--- src/rtl/xram_collision_sequencer.sv ---
// Fixed-program stimulus sequencer for the dual-port RAM collision harness: init writes, flush, A- and B-write collisions.
// All outputs registered; sample strobes trail the collision/hold cycles by READ_LATENCY; no backpressure, start is sampled only in IDLE.
module xram_collision_sequencer #(
    parameter int ADDRESS_BITS = 10,
    parameter int DATA_BITS    = 32,
    parameter int INIT_WORDS   = 4,
    parameter int INIT_VALUE   = 255,
    parameter int COLL_ADDR_A  = 1,
    parameter int COLL_ADDR_B  = 2,
    parameter int READ_LATENCY = 1
) (
    input  logic                    clock,
    input  logic                    clear,
    input  logic                    start,
    output logic [ADDRESS_BITS-1:0] address_a,
    output logic [DATA_BITS-1:0]    data_a,
    output logic                    write_enable_a,
    output logic                    read_enable_a,
    output logic [ADDRESS_BITS-1:0] address_b,
    output logic [DATA_BITS-1:0]    data_b,
    output logic                    write_enable_b,
    output logic                    read_enable_b,
    output logic                    busy,
    output logic                    done,
    output logic [3:0]              phase,
    output logic                    sample_coll,
    output logic                    sample_hold,
    output logic                    sample_port
);

    localparam int CW = ($clog2(INIT_WORDS) > 2) ? $clog2(INIT_WORDS) : 2;

    localparam logic [ADDRESS_BITS-1:0] ADDR_COLL_A = ADDRESS_BITS'(COLL_ADDR_A);
    localparam logic [ADDRESS_BITS-1:0] ADDR_COLL_B = ADDRESS_BITS'(COLL_ADDR_B);
    localparam logic [DATA_BITS-1:0]    INIT_DATA   = DATA_BITS'(INIT_VALUE);
    localparam logic [CW-1:0]           INIT_LOAD   = CW'(INIT_WORDS - 1);

    typedef enum logic [3:0] {
        S_IDLE   = 4'd0,
        S_INIT   = 4'd1,
        S_FLUSH  = 4'd2,
        S_GAP0   = 4'd3,
        S_COLL_A = 4'd4,
        S_HOLD_A = 4'd5,
        S_GAP1   = 4'd6,
        S_COLL_B = 4'd7,
        S_HOLD_B = 4'd8,
        S_GAP2   = 4'd9,
        S_DONE   = 4'd10
    } state_t;

    state_t                  state;
    state_t                  state_nx;
    logic [CW-1:0]           cnt;
    logic [CW-1:0]           cnt_nx;
    logic [ADDRESS_BITS-1:0] address_a_nx;
    logic [ADDRESS_BITS-1:0] address_b_nx;
    logic [DATA_BITS-1:0]    data_a_nx;
    logic [DATA_BITS-1:0]    data_b_nx;
    logic                    we_a_nx;
    logic                    we_b_nx;
    logic                    re_a_nx;
    logic                    re_b_nx;
    logic                    busy_nx;
    logic                    done_nx;
    logic                    coll_now;
    logic                    hold_now;
    logic                    port_now;

    logic [READ_LATENCY-1:0] coll_pipe;
    logic [READ_LATENCY-1:0] hold_pipe;
    logic [READ_LATENCY-1:0] port_pipe;

    // The combinational block picks the next state and, in the same step, the port
    // values belonging to that next state, so registered outputs line up with phase.
    always_comb begin
        state_nx     = state;
        cnt_nx       = cnt;
        address_a_nx = address_a;
        address_b_nx = address_b;
        data_a_nx    = data_a;
        data_b_nx    = data_b;
        we_a_nx      = 1'b0;
        we_b_nx      = 1'b0;
        re_a_nx      = 1'b0;
        re_b_nx      = 1'b0;

        case (state)
            S_IDLE: begin
                if (start) begin
                    state_nx     = S_INIT;
                    cnt_nx       = INIT_LOAD;
                    address_a_nx = '0;
                    data_a_nx    = INIT_DATA;
                    we_a_nx      = 1'b1;
                end
            end
            S_INIT: begin
                if (cnt == '0) begin
                    state_nx     = S_FLUSH;
                    address_a_nx = '0;
                    address_b_nx = '0;
                    re_a_nx      = 1'b1;
                    re_b_nx      = 1'b1;
                end else begin
                    cnt_nx       = cnt - CW'(1);
                    address_a_nx = address_a + ADDRESS_BITS'(1);
                    data_a_nx    = INIT_DATA;
                    we_a_nx      = 1'b1;
                end
            end
            S_FLUSH: begin
                state_nx = S_GAP0;
                cnt_nx   = CW'(1);
            end
            S_GAP0: begin
                if (cnt == '0) begin
                    state_nx     = S_COLL_A;
                    address_a_nx = ADDR_COLL_A;
                    address_b_nx = ADDR_COLL_A;
                    data_a_nx    = DATA_BITS'(8);
                    data_b_nx    = DATA_BITS'(9);
                    re_a_nx      = 1'b1;
                    re_b_nx      = 1'b1;
                    we_a_nx      = 1'b1;
                end else begin
                    cnt_nx = cnt - CW'(1);
                end
            end
            S_COLL_A: begin
                state_nx     = S_HOLD_A;
                address_a_nx = ADDR_COLL_A;
                address_b_nx = ADDR_COLL_A;
                data_a_nx    = DATA_BITS'(8);
                data_b_nx    = DATA_BITS'(9);
                re_a_nx      = 1'b1;
                re_b_nx      = 1'b1;
            end
            S_HOLD_A: begin
                state_nx = S_GAP1;
                cnt_nx   = CW'(2);
            end
            S_GAP1: begin
                if (cnt == '0) begin
                    state_nx     = S_COLL_B;
                    address_a_nx = ADDR_COLL_B;
                    address_b_nx = ADDR_COLL_B;
                    data_a_nx    = DATA_BITS'(18);
                    data_b_nx    = DATA_BITS'(19);
                    re_a_nx      = 1'b1;
                    re_b_nx      = 1'b1;
                    we_b_nx      = 1'b1;
                end else begin
                    cnt_nx = cnt - CW'(1);
                end
            end
            S_COLL_B: begin
                state_nx     = S_HOLD_B;
                address_a_nx = ADDR_COLL_B;
                address_b_nx = ADDR_COLL_B;
                data_a_nx    = DATA_BITS'(18);
                data_b_nx    = DATA_BITS'(19);
                re_a_nx      = 1'b1;
                re_b_nx      = 1'b1;
            end
            S_HOLD_B: begin
                state_nx = S_GAP2;
                cnt_nx   = CW'(1);
            end
            S_GAP2: begin
                if (cnt == '0) begin
                    state_nx = S_DONE;
                end else begin
                    cnt_nx = cnt - CW'(1);
                end
            end
            S_DONE: begin
                state_nx = S_IDLE;
                cnt_nx   = '0;
            end
            default: begin
                state_nx = S_IDLE;
                cnt_nx   = '0;
            end
        endcase
    end

    always_comb begin
        busy_nx  = (state_nx != S_IDLE) && (state_nx != S_DONE);
        done_nx  = (state_nx == S_DONE);
        coll_now = (state == S_COLL_A) || (state == S_COLL_B);
        hold_now = (state == S_HOLD_A) || (state == S_HOLD_B);
        port_now = (state == S_COLL_B) || (state == S_HOLD_B);
    end

    always_ff @(posedge clock) begin
        if (clear) begin
            state          <= S_IDLE;
            cnt            <= '0;
            address_a      <= '0;
            address_b      <= '0;
            data_a         <= '0;
            data_b         <= '0;
            write_enable_a <= 1'b0;
            write_enable_b <= 1'b0;
            read_enable_a  <= 1'b0;
            read_enable_b  <= 1'b0;
            busy           <= 1'b0;
            done           <= 1'b0;
        end else begin
            state          <= state_nx;
            cnt            <= cnt_nx;
            address_a      <= address_a_nx;
            address_b      <= address_b_nx;
            data_a         <= data_a_nx;
            data_b         <= data_b_nx;
            write_enable_a <= we_a_nx;
            write_enable_b <= we_b_nx;
            read_enable_a  <= re_a_nx;
            read_enable_b  <= re_b_nx;
            busy           <= busy_nx;
            done           <= done_nx;
        end
    end

    // Strobe delay line keyed off the registered state: stage 0 reflects the
    // cycle the ports were driven, so the tap at READ_LATENCY-1 lands on RAM data.
    always_ff @(posedge clock) begin
        if (clear) begin
            coll_pipe <= '0;
            hold_pipe <= '0;
            port_pipe <= '0;
        end else begin
            coll_pipe[0] <= coll_now;
            hold_pipe[0] <= hold_now;
            port_pipe[0] <= port_now;
            for (int i = 1; i < READ_LATENCY; i++) begin
                coll_pipe[i] <= coll_pipe[i-1];
                hold_pipe[i] <= hold_pipe[i-1];
                port_pipe[i] <= port_pipe[i-1];
            end
        end
    end

    assign phase       = state;
    assign sample_coll = coll_pipe[READ_LATENCY-1];
    assign sample_hold = hold_pipe[READ_LATENCY-1];
    assign sample_port = port_pipe[READ_LATENCY-1];

endmodule

--- config.mk ---
export PLATFORM = sky130hd
export DESIGN_NAME = xram_collision_sequencer
export DESIGN_NICKNAME = d
export VERILOG_FILES = /design/src/rtl/xram_collision_sequencer.sv
export SDC_FILE = /design/constraint.sdc
export NUM_CORES = 1
export LEC_CHECK = 0
export ABC_AREA = 1
export CAP_MARGIN = 20
export CORE_MARGIN = 1.5
export CORE_UTILIZATION = 41
export CTS_CLUSTER_SIZE = 30
export DETAILED_ROUTE_END_ITERATION = 7
export PLACE_DENSITY_LB_ADDON = 0.05
export SLEW_MARGIN = 20
export SYNTH_ARGS = -nofsm -noshare
export SYNTH_HDL_FRONTEND = slang
export SYNTH_SLANG_ARGS = --single-unit
--- constraint.sdc ---
create_clock -name clock -period 1.9 [get_ports clock]
set_input_delay 0.57 -clock clock [delete_from_list [all_inputs] [get_ports clock]]
set_output_delay 0.57 -clock clock [all_outputs]
set_load 0.03 [all_outputs]
Word-level counts from Yosys, hierarchy flattened
Cells that the tools add are included.

word-level totals
  bits in registers = 98
  output and inout bits = 97

cells by class
  reductions and logical operators = 20
  $add $sub $neg = 2
  bitwise logic cells = 2
  eq/ne operators = 17
  mux-type cells = 29

operators with widths
  operator                 count
  $mux W32                 6
  $pmux W32 S6             1
  $pmux W32 S4             1
  $pmux W10 S6             1
  $mux W10                 5
  $pmux W10 S5             1
  $pmux W4 S10             1
  $mux W4                  5
  $eq A4 B3 Y1 const B     4
  $eq A4 B4 Y1 const B     3
  $ne A2 B2 Y1 const B     6
  $add A10 B1 Y10 const B  1
  $pmux W2 S5              1
  $eq A4 B2 Y1 const B     2
  $reduce_and A4 Y1        2
  $reduce_bool A4 Y1       2
  $reduce_and A3 Y1        2
  $reduce_bool A6 Y1       1
  $reduce_or A2 Y1         3
  $reduce_and A5 Y1        1
  $reduce_bool A5 Y1       1
  $eq A4 B1 Y1 const B     1
  $logic_not A4 Y1         1
  $mux W2                  2
  11 further kinds         16

Logic depth before layout (Yosys ltp)
  depth in word-level cells = 5
  mapped depth = 11
  depth with buffers taken out = 10

Worst setup path before layout
Ideal clock, no wire load.

  path type = reg2reg
  start = reg state[1] (netlist: phase[1])
  end = reg address_a[9]
  arrival time = 1,427 ps
  clock period less this slack = 1,498 ps
  slack = 402 ps
  stages on the path, launching flop included = 9
  cells stage by stage = dfxtp_1 > nand2_1 > inv_2 > nand3_1 > nand2_2 > nor2_4 > nand2_4 > nand2_1 > a21oi_1

on the way
  longest elaborated chain between the ends = 3

ends and longest elaborated chain
  what                                                                 RTL line  source
  start, declared                                                      52        state_t state;
  start signal, assigned                                               211       state <= state_nx;
  $eq A4 B3 Y1, or another cell as far along                           88        case (state)
  $reduce_bool A6 Y1 (no source line) or $ne A2 B2 Y1 (tied branches)  --
  $reduce_and A4 Y1 (no source line)                                   --
  end signal, assigned                                                 213       address_a <= address_a_nx;
  end, declared                                                        15        output logic [ADDRESS_BITS-1:0] address_a,

Several ways; a longest one is shown, not always the timed one.
A chain may end at the register's enable or synchronous reset.

Final worst setup path
  start = reg state[3] (netlist: phase[3])
  end = out phase[3]

RTL lines
  what           RTL line  source
  end, declared  25        output logic [3:0] phase,

No word-level cell between the ends.

==> out/metrics.yaml <==
run_status: "completed"
drc_errors: 0
grt_pass1_wl_mm: 7.06
wl_per_cell_um: 10.5
power.density_nw_per_um2: 1060
insertion_delay_ns: 0.29
hold_violations: 0
start_kind: "flip-flop"
path_clk_slew_ns: 0.07
die_height_um: 75.0
worstSetupPathType: "reg2out"
drive_above_1_share_pct: 10.6
clk_path_buf_depth: 2
drtPass1Iterations: 4
path_cells: "clkdlybuf4s50_1"
final_common_cell: "nand2_1"
htreeDepth: 2
rows: 26
fillers: 537
hpwl_mm: 3.32
grtUsageTotal_pct: 16.6
rsz0062_at_grt: "false"
tns_ns: 0
setup_viol: 0
cp_max_fo: 2
antenna_found_initial: 0
syn_area_um2: 2120
vias_per_cell: 4.30
nets: 352
final_cells: 418
p_leak_nw: 1.38
finalClockSkew_ns: 0.00405
layout_common_cells: "nand2_1, conb_1, dfxtp_1, nor2_1"
ys_seq_elements: 32
overflow: 0
worst_path_max_delay_cell: "clkdlybuf4s50_1"
critical_path_buf_inv_count: 1
cp.arrival_ns: 1.29
min_period_over_period_pct: 97.8
post_cts_buffers: 0
ios: 100
ir_drop_v: 0.000539
numPlacedInstances: 410
ys_warn_count: 0
max_freq_ghz: 0.538
drv_slew: 0
io_buffers: 39
wl_mm: 4.40
cts_buffers: 5
period_minus_slack_ns: 1.86
start_util_pct: 42.1
syn_inst: 306
detail_route.iter0.violations: 65
grt_max_degree: 24
crit_required_ns: 1.33
p_total_mw: 2.60
ant_nets: 0
coreArea_um2: 5040
die_area_um2: 5620
vias: 1798
grt_pass1_vias: 1634
holdCritPathClass: "reg2reg"
post_dp_cell_area_um2: 2360
final_area_um2: 2470
ys_seq_area_share_pct: 30.2
syn_to_final_growth_pct: 16.1
cts_sinks: 32
endpoint_kind: "output port"
cpPeakStageDelay_ns: 0.67
gp_congestion: 0.879
diodes: 0
die_w_um: 75.0
syn_area_per_cell_um2: 6.94
crit_family: "buffers and inverters"
ys_types: 27
cts_tree: "yes"
cts-root-buf: "clkbuf_8"
maxCapViolCount: 0
-- state kept, by name, indices dropped and copies added (netlist names) --
register and cells:
address_a 10, address_b 2, busy 1, cnt 2, data_a 3, data_b 3
done 1, phase 4, read_enable_b 1, sample_coll 1, sample_hold 1, sample_port 1
write_enable_a 1, write_enable_b 1
-- path summary, 6_finish.rpt --
kind / from / endpoint / slack, ns / cells after the start
worst min-delay path: data_b[0] / data_b[0] / 0.45 / 2
worst min register to register: data_b[0] / data_b[0] / 0.45 / 2
worst max-delay path: phase[3] / phase[3] / 0.04 / 1
worst max register to register: cnt[0] / data_a[3] / 0.31 / 8
-- metrics by stage --
stage | setup WS [ns] | hold WS [ns] | util (%)
3_5_place_dp | 0.168 | 0.439 | 46.8
4_1_cts | 0.00491 | 0.450 | 48.4
3_3_place_gp | 0.182 | 0.442 | 46.8
5_1_grt | 0.0104 | 0.473 | 48.9
6_report | 0.0413 | 0.447 | 48.9
2_1_floorplan | 0.402 | 0.498 | -
-- cells by family after synthesis --
family	Yosys count	share of synthesized area [%]
simple gates	134	29.1
buf+inv	103	30.3
compound gates	34	9.07
other cells	1	0.177
fa+ha+maj	2	1.18
flops	32	30.2
-- timing repair --
| item | CTS | global route |
|---|---|---|
| gates resized for setup | 13 | 11 |
| endpoints found under the setup margin | 13 | 11 |
| hold buffers | 0 | 0 |
| pin swaps | 0 | 0 |
-- final cells by class --
| class | count | area [µm²] | share of cell area (%) |
|---|---|---|---|
| multi-input combinational | 230 | 1060 | 43.0 |
| sequential | 32 | 641 | 26.0 |
| timing repair buffer | 49 | 477 | 19.3 |
| inverter | 29 | 109 | 4.41 |
| tap | 70 | 87.6 | 3.55 |
| clock buffer | 6 | 82.6 | 3.35 |
| clock inverter | 2 | 10.0 | 0.406 |
-- per-layer routing --
layer	GRT usage [%]	vias to the layer above	wire (µm)
met1	19.6	811	1960
met3	3.88	5	242
met2	28.6	54	2150
met5	0	-	0
li1	-	928	-
met4	7.27	0	53
-- Yosys cell counts --
cell	n	area share (%)
nand2_4	1	0.53
clkbuf_2	1	0.24
o21ai_1	1	0.24
nand2_2	2	0.59
nor2_4	3	1.6
buf_4	68	24
nor2_1	29	5.1
conb_1	1	0.18
buf_2	1	0.24
nand3_1	16	3.8
nand4_1	14	4.1
a21o_1	1	0.35
a31o_2	1	0.41
o21bai_1	2	0.71
dfxtp_1	32	30
nor2_2	2	0.59
or2_2	1	0.29
clkbuf_1	4	0.71
a21oi_1	23	5.4
inv_1	23	4.1
o21ai_4	1	0.77
nand3b_1	1	0.35
ha_1	2	1.2
nand2_1	63	11
inv_2	6	1.1
nand3_2	2	0.94
o21ai_0	5	1.2
-- power breakdown --
group	internal (mW)	switching [mW]
sequential	0.754	0.0358
combinational	0.367	0.900
clock	0.289	0.259
total	1.41	1.19
(Power assumes the default switching activity.)
==> RTL edit: new RTL, same flow settings <==
Register the outputs `sample_coll`, `sample_hold` and `sample_port`, without a reset; this adds one clock of latency there. The other outputs are not delayed to match.
--- a/src/rtl/xram_collision_sequencer.sv
+++ b/src/rtl/xram_collision_sequencer.sv
@@ -245,5 +245,7 @@
     assign phase       = state;
-    assign sample_coll = coll_pipe[READ_LATENCY-1];
-    assign sample_hold = hold_pipe[READ_LATENCY-1];
-    assign sample_port = port_pipe[READ_LATENCY-1];
+    always_ff @(posedge clock) begin
+        sample_coll <= coll_pipe[READ_LATENCY-1];
+        sample_hold <= hold_pipe[READ_LATENCY-1];
+        sample_port <= port_pipe[READ_LATENCY-1];
+    end
 
Formal check against the unedited RTL: not equivalent (Yosys sat finds a counterexample within 10 cycles, from zero or initial values).
==> RTL edit against the original RTL <==
- critical path depth stayed put
- via count rose by 2.4%
- final cell count unchanged
- hold slack got worse by 0.12 ns
- power is 17% higher
- setup slack got worse by 0.0023 ns
- synthesized area is 2.1% higher
- wire length down 2.2%
- sequential cell count up 3
- cell area grew 3.0%
==> RTL edit: results (changes against the original RTL) <==
- The peak supply drop came to 0.454 mV (-16%).
- The timing endpoint of the critical path is address_b[1].
- The leakage power summed over all cells is 0.00140 uW (+1.6%).
- The count of inserted antenna diode cells is 0 (unchanged).
- The cell depth of the worst hold path is 0 (-2).
- The count of distinct cell types in the synthesized netlist is 26 (-3.7%).
- Yosys attributes the largest share of cell area to sky130_fd_sc_hd__dfxtp_1 32%, sky130_fd_sc_hd__buf_4 23%, sky130_fd_sc_hd__nand2_1 10%.
- Tracing the worst setup path back leads to its startpoint at address_b[1]$_SDFFE_PP0P_.
- The worst clock skew was 0.00757 ns (+0.00352 ns).
- The area after detailed placement was 2410 um^2 (+1.9%).
- Ranked by instance count, the synthesized netlist is headed by 67 x sky130_fd_sc_hd__buf_4, 60 x sky130_fd_sc_hd__nand2_1, 35 x sky130_fd_sc_hd__dfxtp_1.
- The global-route wire length before repair is 6820 um (-3.3%).
- The worst-case reg-to-reg path depth is 10 (+2).
- The routability congestion estimate is 0.837 (-4.8%).
- The maximum number of pins on one net before global-route repair is 13 (-46%).
- The overall fraction of global-route tracks in use is 15.8% (-0.76 points).
- The register-to-register setup slack was 0.22 ns (-0.09 ns).
- The minimum clock period after layout was 1.86 ns (+0.00229 ns).
- The via count of the first global-routing pass was 1517 (-7.2%).
- The run finished with clean final reports.
- The internal power consumption was 1760 uW (+25%).
- The number of DRC markers in iteration 0 is 80 (+23%).
- The proportion of synthesized chip area in sequential cells is 32.3% (+2.2 points).
- The fraction of final layout cells sized beyond drive strength 1 came to 11.5% (+0.86 points).
- The number of flip-flops under the largest register name is 10 (unchanged).
- The insertion delay of the later-clocked pin in the worst-skew pair is around 0.28 ns.
- On the critical path the largest part of the delay comes from buffers and inverters.
- The worst register-to-register path ends at address_a[1]$_SDFFE_PP0P_.
- The startpoint of the tightest hold check path is coll_pipe$_SDFF_PP0_.
- The half-perimeter wire length after detailed placement is 3310 um (-0.42%).
- The count of fill cells added during filler insertion is 532 (-0.93%).
- The async set-or-reset flop fraction in the synthesized netlist is 0% (unchanged).
- The minimum setup slack after placement is 0.102 ns (-0.0660 ns).
==> RTL edit: worst min-delay path by stage <==
stage          slack (ns)             endpoint
3_5_place_dp         0.31  sample_hold$_DFF_P_
5_1_grt              0.34  sample_coll$_DFF_P_
6_report             0.33  sample_coll$_DFF_P_
3_3_place_gp         0.31  sample_port$_DFF_P_
4_1_cts              0.33  sample_hold$_DFF_P_
2_1_floorplan        0.31  sample_coll$_DFF_P_
==> RTL edit: final cells by class <==
cell class / instances / area share (%)
timing repair buffer: 50 / 18.5
clock inverter: 3 / 2.66
multi-input combinational: 228 / 41.2
clock buffer: 5 / 2.71
sequential: 35 / 27.6
tap: 70 / 3.45
inverter: 27 / 3.99
==> RTL edit: kinds of logic (layout without fill, tap and decap cells) <==
family          after synthesis  in the layout  synth area share [%]
simple gates                132            132                  27.8
buf+inv                     101             85                  29.6
other cells                   1             60                 0.173
compound gates               34             34                  8.95
flops                        35             35                  32.3
fa+ha+maj                     2              2                  1.15
==> RTL edit: stage by stage <==
step                      utilization (%)  cells  total power (uW)
after floorplan                         -    364              2040
after global placement               47.1    410              2310
after detailed placement             47.1    410              2320
after CTS                            49.4    418              3090
after global routing                 49.8    418              3250
final                                49.8    418              3050
==> RTL edit: power by group through the flow <==
stage          Sequential, uW  Combinational, uW  Clock, uW
2_1_floorplan            1090                955          0
3_5_place_dp              906               1410          0
3_3_place_gp              910               1400          0
6_report                  883               1370        801
5_1_grt                   896               1500        857
4_1_cts                   887               1370        825
==> RTL edit: timing repair <==
action | 4_1_cts | 5_1_grt
pin swaps | 0 | 0
endpoints found under the setup margin | 16 | 7
resized for setup | 15 | 7
==> RTL edit: layer usage <==
layer	part of all wire, %	wire (um)	GRT usage [%]
met1	48	2070	21.0
met3	7.6	325	3.57
met2	43	1860	25.4
met5	0	0	0
met4	0.91	39	5.36
